`config.mk`:
```
export PLATFORM = sky130hd
export DESIGN_NAME = if_stage
export DESIGN_NICKNAME = d
export VERILOG_FILES = /design/src/rtl/if_pkg.sv /design/src/rtl/if_fifo.sv /design/src/rtl/if_stage.sv
export SDC_FILE = /design/constraint.sdc
export NUM_CORES = 1
export LEC_CHECK = 0
export BUFFER_PORTS_ARGS = -buffer_cell sky130_fd_sc_hd__buf_2
export CORE_MARGIN = 5
export CORE_UTILIZATION = 43
export CTS_BUF_LIST = sky130_fd_sc_hd__clkbuf_16
export DETAILED_ROUTE_END_ITERATION = 6
export PLACE_DENSITY = 0.74
export SETUP_SLACK_MARGIN = 0.3
export SLEW_MARGIN = 20
export SYNTH_ARGS = -nofsm -noshare
export SYNTH_HDL_FRONTEND = slang
export SYNTH_HIERARCHICAL = 1
export SYNTH_SLANG_ARGS = --single-unit
```
`constraint.sdc`:
```
create_clock -name clk -period 5.5 [get_ports clk]
set_input_delay 0.55 -clock clk [delete_from_list [all_inputs] [get_ports clk]]
set_output_delay 0.55 -clock clk [all_outputs]
set_load 0.02 [all_outputs]
```
`src/rtl/if_pkg.sv`:
```
// Shared types and constants for the instruction-fetch stage.
package if_pkg;

    localparam int          XLEN        = 32;
    localparam int          INSTR_BYTES = 4;
    localparam logic [31:0] NOP_INSTR   = 32'h0000_0013;

    typedef struct packed {
        logic [XLEN-1:0] pc;
        logic [XLEN-1:0] instr;
    } fetch_entry_t;

endpackage

```
`src/rtl/if_fifo.sv`:
```
// Small synchronous FIFO of fetch entries; flush wins over push and pop.
module if_fifo
    import if_pkg::*;
#(
    parameter int DEPTH = 2
) (
    input  logic                         clk,
    input  logic                         rst,
    input  logic                         push,
    input  fetch_entry_t                 wdata,
    input  logic                         pop,
    input  logic                         flush,
    output fetch_entry_t                 rdata,
    output logic [$clog2(DEPTH+1)-1:0]   count,
    output logic                         empty,
    output logic                         full
);

    localparam int AW = $clog2(DEPTH);
    localparam int CW = $clog2(DEPTH + 1);

    fetch_entry_t    mem [DEPTH];
    logic [AW-1:0]   wr_ptr;
    logic [AW-1:0]   rd_ptr;
    logic            do_push;
    logic            do_pop;

    assign empty   = (count == '0);
    assign full    = (count == CW'(DEPTH));
    assign do_pop  = pop & !empty;
    assign do_push = push & (!full | do_pop);
    assign rdata   = mem[rd_ptr];

    always_ff @(posedge clk or negedge rst) begin
        if (!rst) begin
            for (int i = 0; i < DEPTH; i++) begin
                mem[i] <= '0;
            end
            wr_ptr <= '0;
            rd_ptr <= '0;
            count  <= '0;
        end else if (flush) begin
            wr_ptr <= '0;
            rd_ptr <= '0;
            count  <= '0;
        end else begin
            if (do_push) begin
                mem[wr_ptr] <= wdata;
                wr_ptr      <= wr_ptr + AW'(1);
            end
            if (do_pop) begin
                rd_ptr <= rd_ptr + AW'(1);
            end
            case ({do_push, do_pop})
                2'b10:   count <= count + CW'(1);
                2'b01:   count <= count - CW'(1);
                default: count <= count;
            endcase
        end
    end

endmodule

```
`src/rtl/if_stage.sv`:
```
// Instruction-fetch stage: PC, credit-based imem issue, redirect/kill, decode handshake.
// Optional macro IF_BYPASS_EN lets a response reach decode in its arrival cycle when the FIFO is empty.
module if_stage
    import if_pkg::*;
#(
    parameter int                  DATA_WIDTH = 32,
    parameter logic [DATA_WIDTH-1:0] RESET_PC = 32'h0000_0000,
    parameter int                  FIFO_DEPTH = 2
) (
    input  logic                  clk,
    input  logic                  rst,
    input  logic                  redirect,
    input  logic [DATA_WIDTH-1:0] redirect_pc,
    output logic                  imem_en,
    output logic [DATA_WIDTH-1:0] imem_addr,
    input  logic [DATA_WIDTH-1:0] imem_rdata,
    output logic                  instr_valid,
    input  logic                  instr_ready,
    output logic [DATA_WIDTH-1:0] instr,
    output logic [DATA_WIDTH-1:0] pc,
    output logic [DATA_WIDTH-1:0] pc_plus4
);

    localparam int FCW = $clog2(FIFO_DEPTH + 1);
    localparam int CW  = FCW + 1;

    logic [DATA_WIDTH-1:0] fetch_pc;
    logic [DATA_WIDTH-1:0] inflight_pc;
    logic                  inflight;
    logic                  kill;

    logic                  resp_ok;
    logic                  pop;
    logic                  fifo_push;
    logic                  fifo_pop;
    logic                  fifo_empty;
    logic                  fifo_full;
    logic [FCW-1:0]        fifo_count;
    logic [CW-1:0]         credit_used;
    fetch_entry_t          resp_entry;
    fetch_entry_t          fifo_head;
    fetch_entry_t          head;

    assign resp_ok          = inflight & !kill & !redirect;
    assign resp_entry.pc    = inflight_pc;
    assign resp_entry.instr = imem_rdata;

`ifdef IF_BYPASS_EN
    logic bypass;
    assign bypass      = fifo_empty & resp_ok;
    assign head        = bypass ? resp_entry : fifo_head;
    assign instr_valid = (!fifo_empty | resp_ok) & !redirect;
    assign pop         = instr_valid & instr_ready;
    assign fifo_pop    = pop & !bypass;
    assign fifo_push   = resp_ok & !(bypass & pop) & (!fifo_full | fifo_pop);
`else
    assign head        = fifo_head;
    assign instr_valid = !fifo_empty & !redirect;
    assign pop         = instr_valid & instr_ready;
    assign fifo_pop    = pop;
    assign fifo_push   = resp_ok & (!fifo_full | fifo_pop);
`endif

    // Entries buffered plus the one in flight, less what leaves this cycle, must fit.
    assign credit_used = CW'(fifo_count) + CW'(inflight) - CW'(pop);
    assign imem_en     = rst & !redirect & (credit_used < CW'(FIFO_DEPTH));
    assign imem_addr   = fetch_pc;

    assign instr    = head.instr;
    assign pc       = head.pc;
    assign pc_plus4 = head.pc + DATA_WIDTH'(INSTR_BYTES);

    if_fifo #(
        .DEPTH (FIFO_DEPTH)
    ) u_fifo (
        .clk   (clk),
        .rst   (rst),
        .push  (fifo_push),
        .wdata (resp_entry),
        .pop   (fifo_pop),
        .flush (redirect),
        .rdata (fifo_head),
        .count (fifo_count),
        .empty (fifo_empty),
        .full  (fifo_full)
    );

    // A redirect discards the response still in flight by arming kill for one cycle.
    always_ff @(posedge clk or negedge rst) begin
        if (!rst) begin
            fetch_pc    <= RESET_PC;
            inflight    <= 1'b0;
            inflight_pc <= '0;
            kill        <= 1'b0;
        end else if (redirect) begin
            fetch_pc <= redirect_pc & ~DATA_WIDTH'(INSTR_BYTES - 1);
            inflight <= 1'b0;
            kill     <= inflight;
        end else begin
            kill     <= 1'b0;
            inflight <= imem_en;
            if (imem_en) begin
                fetch_pc    <= fetch_pc + DATA_WIDTH'(INSTR_BYTES);
                inflight_pc <= fetch_pc;
            end
        end
    end

endmodule

```
# After elaboration in Yosys (flattened, before gate mapping)

Cells that the tools add are included.

$add $sub $neg: 8
Multiply operators: 0
Div/mod/pow operators: 0
Magnitude comparators: 4
Equality and inequality tests: 3
Shifts and indexed selects: 0
Muxes and demuxes: 16
Bitwise operators: 14
Reductions and logical operators: 12

Operators by type and width:

| operator                | count |
|---|---|
| $mux W64                | 4 |
| $bwmux W128             | 1 |
| $add A32 B3 Y32 const B | 2 |
| $demux W64 S1           | 1 |
| $mux W32                | 2 |
| $and A1 B1 Y1           | 9 |
| $mux W1                 | 6 |
| $reduce_bool A2 Y1      | 3 |
| $eq A2 B2 Y1 const B    | 2 |
| $ge A2 B2 Y1 const B    | 2 |
| $logic_not A1 Y1        | 4 |
| $not A1 Y2              | 2 |
| $pmux W2 S2             | 1 |
| $reduce_and A2 Y1       | 2 |
| $add A2 B1 Y3           | 1 |
| $lt A3 B2 Y1 const B    | 1 |
| $reduce_bool A3 Y1      | 1 |
| $sub A3 B1 Y3           | 1 |
| $add A1 B1 Y1 const B   | 2 |
| $add A2 B1 Y2 const B   | 1 |
| $eq A2 B1 Y1 const B    | 1 |
| $logic_not A2 Y1        | 1 |
| $lt A2 B1 Y1 const B    | 1 |
| $mux W2                 | 1 |
| 4 further kinds         | 5 |

Bits in registers: 198
Bits in latches: 0
Memory bits (writable): 0
ROM bits: 0
Logic and storage cells: 68
Memories kept: 0

# Depth between registers and ports, before layout

Gate-level depths: netlist (run 1).

Depth after elaboration: 10
Gate-level depth with buffers: 15
Mapped depth without buffers: 13

# Modules after synthesis

The synthesis (run 1) kept the hierarchy.

By module, submodules not included:

| module   | times used | cells an instance | area each (um^2) |
|---|---|---|---|
| if_fifo  | 1          | 365               | 5914.4 |
| if_stage | 1          | 430               | 3633.5 |

# Least setup slack after synthesis (run 1)

OpenSTA, ideal clock, no wires.

Path kind: in2out
From: input redirect
To: output imem_en
Arrival time: 3162 ps
Data required time: 4950 ps
Path slack: 1788 ps
Stages on the path: 13
Buffers on the path: 4
Cell sequence: buf_2 > nor2_1 > nand2_1 > inv_1 > ha_1 > nand2b_1 > fa_1 > xor2_1 > or3_1 > buf_2 > clkinv_4 > buf_4 > buf_2

Longest elaborated chain between the ends: 6

Ends and longest elaborated chain:

| element          | line           | source |
|---|---|---|
| from (decl)      | if_stage.sv:12 | `input logic redirect,` |
| $logic_not A1 Y1 | if_stage.sv:58 | `assign instr_valid = !fifo_empty & !redirect;` |
| $and A1 B1 Y1    | if_stage.sv:58 |  |
| via instr_valid  | if_stage.sv:17 | `output logic instr_valid,` |
| $and A1 B1 Y1    | if_stage.sv:59 | `assign pop = instr_valid & instr_ready;` |
| via fifo_pop     | if_stage.sv:35 | `logic fifo_pop;` |
| $sub A3 B1 Y3    | if_stage.sv:65 | `assign credit_used = CW'(fifo_count) + CW'(inflight) - CW'(pop);` |
| $lt A3 B2 Y1     | if_stage.sv:66 | `assign imem_en = rst & !redirect & (credit_used < CW'(FIFO_DEPTH));` |
| $and A1 B1 Y1    | if_stage.sv:66 |  |
| to (decl)        | if_stage.sv:14 | `output logic imem_en,` |

The timed path passes the listed nets, and every way through them passes these cells.

# Worst setup path in the final report (run 1)

From: register u_fifo.count[1]
To: output imem_en

Longest elaborated chain between the ends: 7

Ends and longest elaborated chain:

| element                | line           | source |
|---|---|---|
| from (decl)            | if_fifo.sv:14  | `output logic [$clog2(DEPTH+1)-1:0] count,` |
| from (signal assigned) | if_fifo.sv:55  | `2'b10: count <= count + CW'(1);` |
| from (signal assigned) | if_fifo.sv:56  | `2'b01: count <= count - CW'(1);` |
| from (signal assigned) | if_fifo.sv:57  | `default: count <= count;` |
| $logic_not A2 Y1       | if_fifo.sv:28  | `assign empty = (count == '0);` |
| via fifo_empty         | if_stage.sv:36 | `logic fifo_empty;` |
| $logic_not A1 Y1       | if_stage.sv:58 |  |
| $and A1 B1 Y1          | if_stage.sv:58 |  |
| $and A1 B1 Y1          | if_stage.sv:59 |  |
| via fifo_pop           | if_stage.sv:35 |  |
| $sub A3 B1 Y3          | if_stage.sv:65 |  |
| $lt A3 B2 Y1           | if_stage.sv:66 |  |
| $and A1 B1 Y1          | if_stage.sv:66 |  |

The timed path passes the listed nets, and every way through them passes these cells.

==> impl_summary.txt, run 1 <==
----------------------------------------------------
[Floorplanning]
  Die H ... 159 um
  Die Width ... 159 um
  Die footprint ... 25300 um^2
  Number of core rows ... 54
  Placeable Area ... 21800 um^2
  I/O pin count ... 198
  Starting Density ... 43.8%

[STA]
  Remaining max-slew budget at the tightest pin ... 25.8%
  Setup TNS ... 0 ns
  Worst hold margin ... 0.0484 ns
  Final Cycle Share ... 72.2%
  Total of endpoints with negative setup slack in the final report ... 0
  RSZ-0062 raised after global routing ... false
  Count of pins over their slew limit ... 0
  Number of hold violations in the final report ... 0
  Worst setup skew after layout ... 0.0164 ns
  Transition time at the pin with the least slew margin ... 1.11 ns
  Clock period minus worst slack ... 3.97 ns
  Max Fclk ... 252 MHz

[Drt]
  Count of routing violations after the opening detailed-route iteration ... 383
  Number of nets with antenna violations after routing ... 0
  Met3 WL ... 1140 um
  Number of vias per cell ... 5.24
  DRT met1 WL ... 10500 um
  Total routed wirelength ... 22400 um
  Routed length per placed instance ... 17.7 um
  TritonRoute pass-1 iters ... 4
  Post-route DRC ... 0
  Total length of routed met2 wires ... 10400 um
  Top Metal Used ... met4
  Vias after detailed routing ... 6652

[Synth]
  Part of the Yosys area used for sequential elements ... 50.8%
  Netlist area before placement ... 9550 um^2
  Synth Register Bits ... 194
  Fraction of the mapped netlist area in compound gates ... 4.48%
  Netlist cell types ... 51
  Cell count after synthesis ... 795
  Multiplexer area fraction after synthesis ... 24.8%
  Xor and xnor fraction of the mapped netlist area ... 2.84%
  Dominant combinational cell family by area after synthesis ... multiplexers
  Area share of and/or/nand/nor cells after synthesis ... 13.0%
  Number of warning messages in the yosys log ... 6
  Arithmetic-cell share of the synthesized area counting full adders, half adders and majority gates ... 0.603%
  Mean instance size in the synthesized netlist ... 12.0 um^2

[GRT]
  Wire length of the first global-routing pass ... 36800 um
  Pin count of the biggest net entering global routing ... 83
  Number of antenna violations at the first check in global routing ... 0
  GRT overflow ... 0
  GRT Overall Usage ... 17.6%
  Via count of the first global-routing pass ... 6829

[Critical path]
  Maximum fanout count along the critical path ... 33
  Critical path data arrival time ... 3.42 ns
  Source of the critical timing path ... u_fifo/count[1]
  Kind of launch point of the worst setup path ... flop
  Nature of the critical path endpoint ... primary output
  Type of the setup path with the least slack ... reg2out
  WP data required ... 4.95 ns
  R2R Path Start ... u_fifo/count[1]

[Clock network]
  Post-CTS setup buffer count ... 0
  CTS sink count ... 194
  Cts hold-fix bufs ... 0
  Clock-pin slew on the worst setup and hold paths ... 0.07 ns
  Buffer levels on the longest clock path ... 2
  H-tree levels ... 4
  Post-CTS sizing ... 0
  TritonCTS clock tree ... done
  Total clock buffers created by CTS ... 17
  Insertion delay to the later sink of the worst-skew pair ... 0.44 ns
  Root cell of the clock tree ... sky130_fd_sc_hd__clkbuf_16

[Cells and area]
  Final design area excluding fillers ... 11300 um^2
  Area of the multi-input gates ... 4400 um^2
  Register Area ... 4860 um^2
  # diodes ... 0
  Post-synthesis to final-layout area growth ... 18.0%
  Number of nets at the end of the flow ... 1049
  Filler Cell Count ... 1947
  Fraction of layout cells with a size suffix above 1 ... 44.5%

[Place]
  Port Buf Inserts ... 193
  Detailed placer's ending HPWL ... 15400 um
  GPL Wtd Cong ... 0.801
  Placed Area ... 10700 um^2

[Worst hold path]
  Type of the worst min-delay path ... in2async

[Power]
  P_leak ... 5.66 nW
  Peak supply drop ... 187 uV
  P per Cell Area ... 398 nW/um^2

[Run status]
  Outcome ... finished, final reports clean

[Run]
  Max_cap viols ... 0

----------------------------------------------------
## logic make-up after synthesis
kind of cell / Yosys count
flip-flops: 194
other: 1
AND/OR/NAND/NOR: 250
AO/OA/AOI/OAI: 63
XOR/XNOR: 31
buffers and inverters: 58
adder cells (fa/ha/maj): 4
multiplexers: 194
## through the flow
step / power (mW) / std cells / utilization (%) / setup slack [ns]
floorplan: 2.85 / 800 / - / 1.79
global placement: 3.30 / 1238 / 49.1 / 1.75
detailed placement: 3.33 / 1238 / 49.1 / 1.66
CTS: 4.54 / 1270 / 51.6 / 1.43
global route: 4.73 / 1270 / 51.6 / 1.22
finish: 4.49 / 1270 / 51.6 / 1.53
## synth_stat cells (all sizes together)
| cell | instances | area [um^2] |
|---|---|---|
| a211oi | 2 | 15.0 |
| a21o | 2 | 15.0 |
| a21oi | 7 | 35.0 |
| a221o | 3 | 30.0 |
| a22oi | 1 | 7.51 |
| a31o | 7 | 61.3 |
| a31oi | 3 | 18.8 |
| and2 | 4 | 25.0 |
| and3 | 5 | 31.3 |
| and4 | 6 | 53.8 |
| buf | 32 | 221 |
| clkbuf | 13 | 48.8 |
| clkinv | 1 | 8.76 |
| conb | 1 | 3.75 |
| dfrtp | 194 | 4850 |
| fa | 1 | 20.0 |
| ha | 3 | 37.5 |
| inv | 12 | 45.0 |
| mux2 | 192 | 2350 |
| mux2i | 2 | 20.0 |
| nand2 | 138 | 518 |
| nand2b | 4 | 25.0 |
| nand3 | 24 | 120 |
| nand4 | 24 | 178 |
| nand4b | 2 | 17.5 |
| nor2 | 23 | 86.3 |
| nor2b | 4 | 25.0 |
| nor3 | 6 | 40.0 |
| nor3b | 1 | 7.51 |
| nor4 | 4 | 58.8 |
| nor4b | 1 | 23.8 |
| o211ai | 7 | 52.6 |
| o21ai | 21 | 105 |
| o311ai | 9 | 78.8 |
| o31a | 1 | 8.76 |
| or3 | 3 | 18.8 |
| or4b | 1 | 13.8 |
| xnor2 | 20 | 175 |
| xor2 | 11 | 96.3 |
## layout make-up
type	instances	share of cell area, %
flip-flops and latches	194	43.1
multi-input cells	548	39.0
repair buffers	203	9.35
clock buffers	17	3.78
well taps	280	3.11
clock inverters	15	1.18
inverters	13	0.478
## worst max-delay path: stages (launching register included)
cell and delay (ns):
sky130_fd_sc_hd__dfrtp_1 0.52, sky130_fd_sc_hd__nor2_1 0.11, sky130_fd_sc_hd__nor2_1 0.14, sky130_fd_sc_hd__nand2_1 0.09
sky130_fd_sc_hd__inv_1 0.17, sky130_fd_sc_hd__ha_1 0.26, sky130_fd_sc_hd__nand2b_1 0.15, sky130_fd_sc_hd__fa_1 0.37
sky130_fd_sc_hd__xor2_1 0.20, sky130_fd_sc_hd__or3_2 0.52, sky130_fd_sc_hd__clkinv_4 0.22, sky130_fd_sc_hd__buf_2 0.22
## registers in the layout, summed over array words and instances (netlist names)
| name | count |
|---|---|
| u_fifo/count | 2 |
| inflight | 1 |
| inflight_pc | 30 |
| u_fifo/mem | 128 |
| imem_addr | 30 |
| u_fifo/wr_ptr | 1 |
| kill | 1 |
| u_fifo/rd_ptr | 1 |
## metal layers
metal,up-vias,track usage [%]
met2,199,27.5
met5,-,0
met4,0,4.81
met1,3265,25.0
li1,3168,-
met3,20,3.99
## cells in the final DEF, fill, tap and decap left out, drive strengths merged, types with 2 or more instances in the layout
| cell | instances |
|---|---|
| buf | 202 |
| dfrtp | 194 |
| mux2 | 192 |
| nand2 | 138 |
| nand3 | 24 |
| nand4 | 24 |
| nor2 | 23 |
| o21ai | 21 |
| xnor2 | 20 |
| inv | 20 |
| clkbuf | 18 |
| xor2 | 11 |
| o311ai | 9 |
| a21oi | 7 |
| o211ai | 7 |
| a31o | 7 |
| conb | 6 |
| and4 | 6 |
| nor3 | 6 |
| and3 | 5 |
| and2 | 4 |
| nand2b | 4 |
| nor2b | 4 |
| nor4 | 4 |
| clkinv | 4 |
| a31oi | 3 |
| a221o | 3 |
| ha | 3 |
| clkinvlp | 3 |
| or3 | 3 |
| a21o | 2 |
| nand4b | 2 |
| mux2i | 2 |
| a211oi | 2 |
## power by group
| part | internal (mW) | switching [mW] | leakage [nW] |
|---|---|---|---|
| sequential | 1.69 | 0.179 | 2.49 |
| clock | 0.630 | 0.557 | 0.273 |
| combinational | 0.619 | 0.810 | 2.89 |
## final timing paths
path                       slack (ns)        endpoint  depth (start not counted)
setup / recovery                 1.53         imem_en                         11
hold / removal                   0.05  u_fifo/mem[98]                          1
setup reg to reg                 1.65    imem_addr[4]                         13
hold reg to reg                  0.50  u_fifo/mem[12]                          1
max in group asynchronous        4.25  u_fifo/mem[11]                          2
min in group clk                 0.31    imem_addr[9]                          3
Note: power is estimated with default switching activity, not from simulation.
==> inputs of run 2 (changes only) <==
==> constraint.sdc (replaced) <==
create_clock -name clk -period 3.68 [get_ports clk]
set_input_delay 0.368 -clock clk [delete_from_list [all_inputs] [get_ports clk]]
set_output_delay 0.368 -clock clk [all_outputs]
set_load 0.02 [all_outputs]
==> run 2 against run 1 <==
  * Critical path depth unchanged
  * Non-clock buffer count is 12 higher
  * Via count rose by 1.0%
  * Global-route usage increased by 0.21 points
  * Hold slack better by 0.092 ns
  * Clock skew is 0.0077 ns lower
  * Sequential share of layout area decreased by 0.59 points
  * Critical path type unchanged
  * Combinational power up 50%
  * Clock power increased by 50%
  * Register-to-register slack lost 1.1 ns
  * Highest routed layer unchanged
  * Clock-buffer cell count stayed put
==> impl_summary.txt, run 2 (same netlist as run 1, synthesis figures left out) <==
----------------------------------------------------
[Run status]
  Outcome ... finished, final reports clean

[Drt]
  Number of nets with antenna violations after routing ... 0 (unchanged)
  Vias after detailed routing ... 6721 (+1.0%)
  Count of routing violations after the opening detailed-route iteration ... 416 (+8.6%)
  TritonRoute pass-1 iters ... 4 (unchanged)
  Number of vias per cell ... 5.24 (about the same)
  Total routed wirelength ... 22900 um (+2.3%)
  Post-route DRC ... 0 (unchanged)
  Routed length per placed instance ... 17.9 um (+1.3%)

[STA]
  Worst setup skew after layout ... 0.00871 ns (-0.00770 ns)
  Clock period minus worst slack ... 3.34 ns
  Number of hold violations in the final report ... 0 (unchanged)
  Max Fclk ... 300 MHz
  Transition time at the pin with the least slew margin ... 0.889 ns (-0.221 ns)
  Final Cycle Share ... 90.7%
  Final setup slack of the worst path ... 0.343 ns (-1.18 ns)
  Total of endpoints with negative setup slack in the final report ... 0 (unchanged)
  RSZ-0062 raised after global routing ... true
  Remaining max-slew budget at the tightest pin ... 40.8% (+15 points)
  Count of pins over their slew limit ... 0 (unchanged)
  Setup TNS ... 0 ns (unchanged)

[Place]
  Port Buf Inserts ... 193 (unchanged)
  Number of cells in the design after placement ... 1247 (+0.73%)
  Detailed placer's ending HPWL ... 16400 um (+6.6%)
  Pre-CTS WS ... 0.180 ns (-1.48 ns)
  GPL Wtd Cong ... 0.802 (+0.19%)

[Clock network]
  H-tree levels ... 4 (unchanged)
  CTS sink count ... 194 (unchanged)
  Insertion delay to the later sink of the worst-skew pair ... 0.42 ns (-0.02 ns)
  Clock-pin slew on the worst setup and hold paths ... 0.07 ns (about the same)
  TritonCTS clock tree ... done
  Buffer levels on the longest clock path ... 2 (unchanged)
  Root cell of the clock tree ... sky130_fd_sc_hd__clkbuf_16
  Total clock buffers created by CTS ... 17 (unchanged)
  Cts hold-fix bufs ... 0 (unchanged)

[Cells and area]
  Fraction of layout cells with a size suffix above 1 ... 46.0% (+1.4 points)
  Final Non-Filler Cells ... 1283 (+1.0%)
  # diodes ... 0 (unchanged)
  Most common library cell in the layout ignoring fill and taps ... sky130_fd_sc_hd__dfrtp_1
  Max FFs per register ... 128 (unchanged)
  Post-synthesis to final-layout area growth ... 19.7%
  Commonest cells after routing, fill and taps aside ... sky130_fd_sc_hd__dfrtp_1, sky130_fd_sc_hd__buf_2, sky130_fd_sc_hd__mux2_2
  Most flops, register ... u_fifo/mem
  Number of nets at the end of the flow ... 1062 (+1.2%)
  Final core utilization ... 52.4% (+0.76 points)

[GRT]
  Number of antenna violations at the first check in global routing ... 0 (unchanged)
  Pin count of the biggest net entering global routing ... 69 (-17%)
  GRT Overall Usage ... 17.9% (+0.21 points)
  GRT overflow ... 0 (unchanged)
  Wire length of the first global-routing pass ... 37500 um (+1.9%)
  Via count of the first global-routing pass ... 7099 (+4.0%)

[Run]
  Max_cap viols ... 0 (unchanged)

[Critical path]
  Critical path data arrival time ... 2.97 ns (-0.45 ns)
  Cell with the largest stage delay on the worst path ... sky130_fd_sc_hd__fa_1
  Chain of cells forming the critical path ... nor2_2 -> nor2_1 -> nand2_1 -> inv_1 -> ha_1 -> nand2b_1 -> fa_1 -> nand2_1 -> or3_4 -> clkinv_8 -> buf_4
  Kind of launch point of the worst setup path ... flop
  Maximum fanout count along the critical path ... 13 (-61%)
  Library cell appearing most often on the critical path ... sky130_fd_sc_hd__nand2_1
  Nature of the critical path endpoint ... primary output
  WP data required ... 3.31 ns (-1.64 ns)
  Type of the setup path with the least slack ... reg2out
  Longest individual stage delay on the worst path ... 0.48 ns (-0.04 ns)

[Floorplanning]
  Die H ... 159 um (unchanged)
  Placeable Area ... 21800 um^2 (unchanged)
  I/O pin count ... 198 (unchanged)
  Number of core rows ... 54 (unchanged)
  Starting Density ... 43.8% (unchanged)
  Die Width ... 159 um (unchanged)
  Die footprint ... 25300 um^2 (unchanged)

[Worst hold path]
  Type of the worst min-delay path ... in2async

[Power]
  P per Cell Area ... 589 nW/um^2 (+48%)
  Peak supply drop ... 290 uV (+55%)
  Overall power ... 6.73 mW (+50%)
  P_leak ... 5.74 nW (+1.4%)

----------------------------------------------------
[run 2: cell types whose count changed in the layout (fill, tap and decap cells not counted), moves of 2 or more]
cell / before / now
sky130_fd_sc_hd__buf_12: 0 / 3
sky130_fd_sc_hd__buf_4: 9 / 20
sky130_fd_sc_hd__clkinv_2: 1 / 3
sky130_fd_sc_hd__clkinv_4: 2 / 0
sky130_fd_sc_hd__nor2_1: 23 / 20
sky130_fd_sc_hd__nor2_2: 0 / 3
[run 2: where the power goes]
group	leakage [nW]	internal, mW	switching [mW]
logic	2.98	0.933	1.21
registers	2.49	2.53	0.277
clock network	0.269	0.940	0.837
total	5.74	4.40	2.33
[run 2: what timing repair did]
action,4_1_cts,5_1_grt
endpoints found under the setup margin,20,13
pin swaps,2,3
setup buffers,2,1
gates cloned,0,1
resized for setup,4,7
[run 2: final timing paths]
check / cells past startpoint / from / slack, ns / endpoint
max: 11 / u_fifo/count[0] / 0.34 / imem_en
max in group asynchronous: 3 / rst / 2.10 / u_fifo/mem[126]
min in group clk: 3 / redirect_pc[20] / 0.15 / imem_addr[20]
min: 2 / rst / 0.14 / u_fifo/mem[87]
max reg2reg: 11 / u_fifo/count[0] / 0.54 / imem_addr[4]
min reg2reg: 2 / inflight_pc[22] / 0.50 / inflight_pc[22]
[run 2: final cells by class]
type	instances	area (um^2)
timing repair inverter	1	8.76
multi-input combinational	548	4420
inverter	13	61.3
sequential	194	4860
clock inverter	15	131
fill	1921	10400
timing repair buffer	215	1180
clock buffer	17	425
tap	280	350
[run 2: critical path: cells and delay by family (launching register included)]
kind                       cells  cell delay [ns]
adders and majority gates      2             0.73
buffers and inverters          3             0.41
DFF                            1             0.43
and+or+nand+nor                6             0.96
[run 2: per-stage QoR]
step,cell area (um^2),hold slack (ns)
2_1_floorplan,9570,0.0724
3_3_place_gp,10800,0.481
4_1_cts,11400,0.126
6_report,11400,0.141
3_5_place_dp,10800,0.488
5_1_grt,11400,0.131
[run 2: routing by layer]
layer  wire length [um]  up-vias  track usage [%]
met5                  0        -                0
met1              10700     3293             24.8
li1                   -     3193                -
met4                326        0             5.23
met2              10800      215             28.8
met3               1140       20             3.21
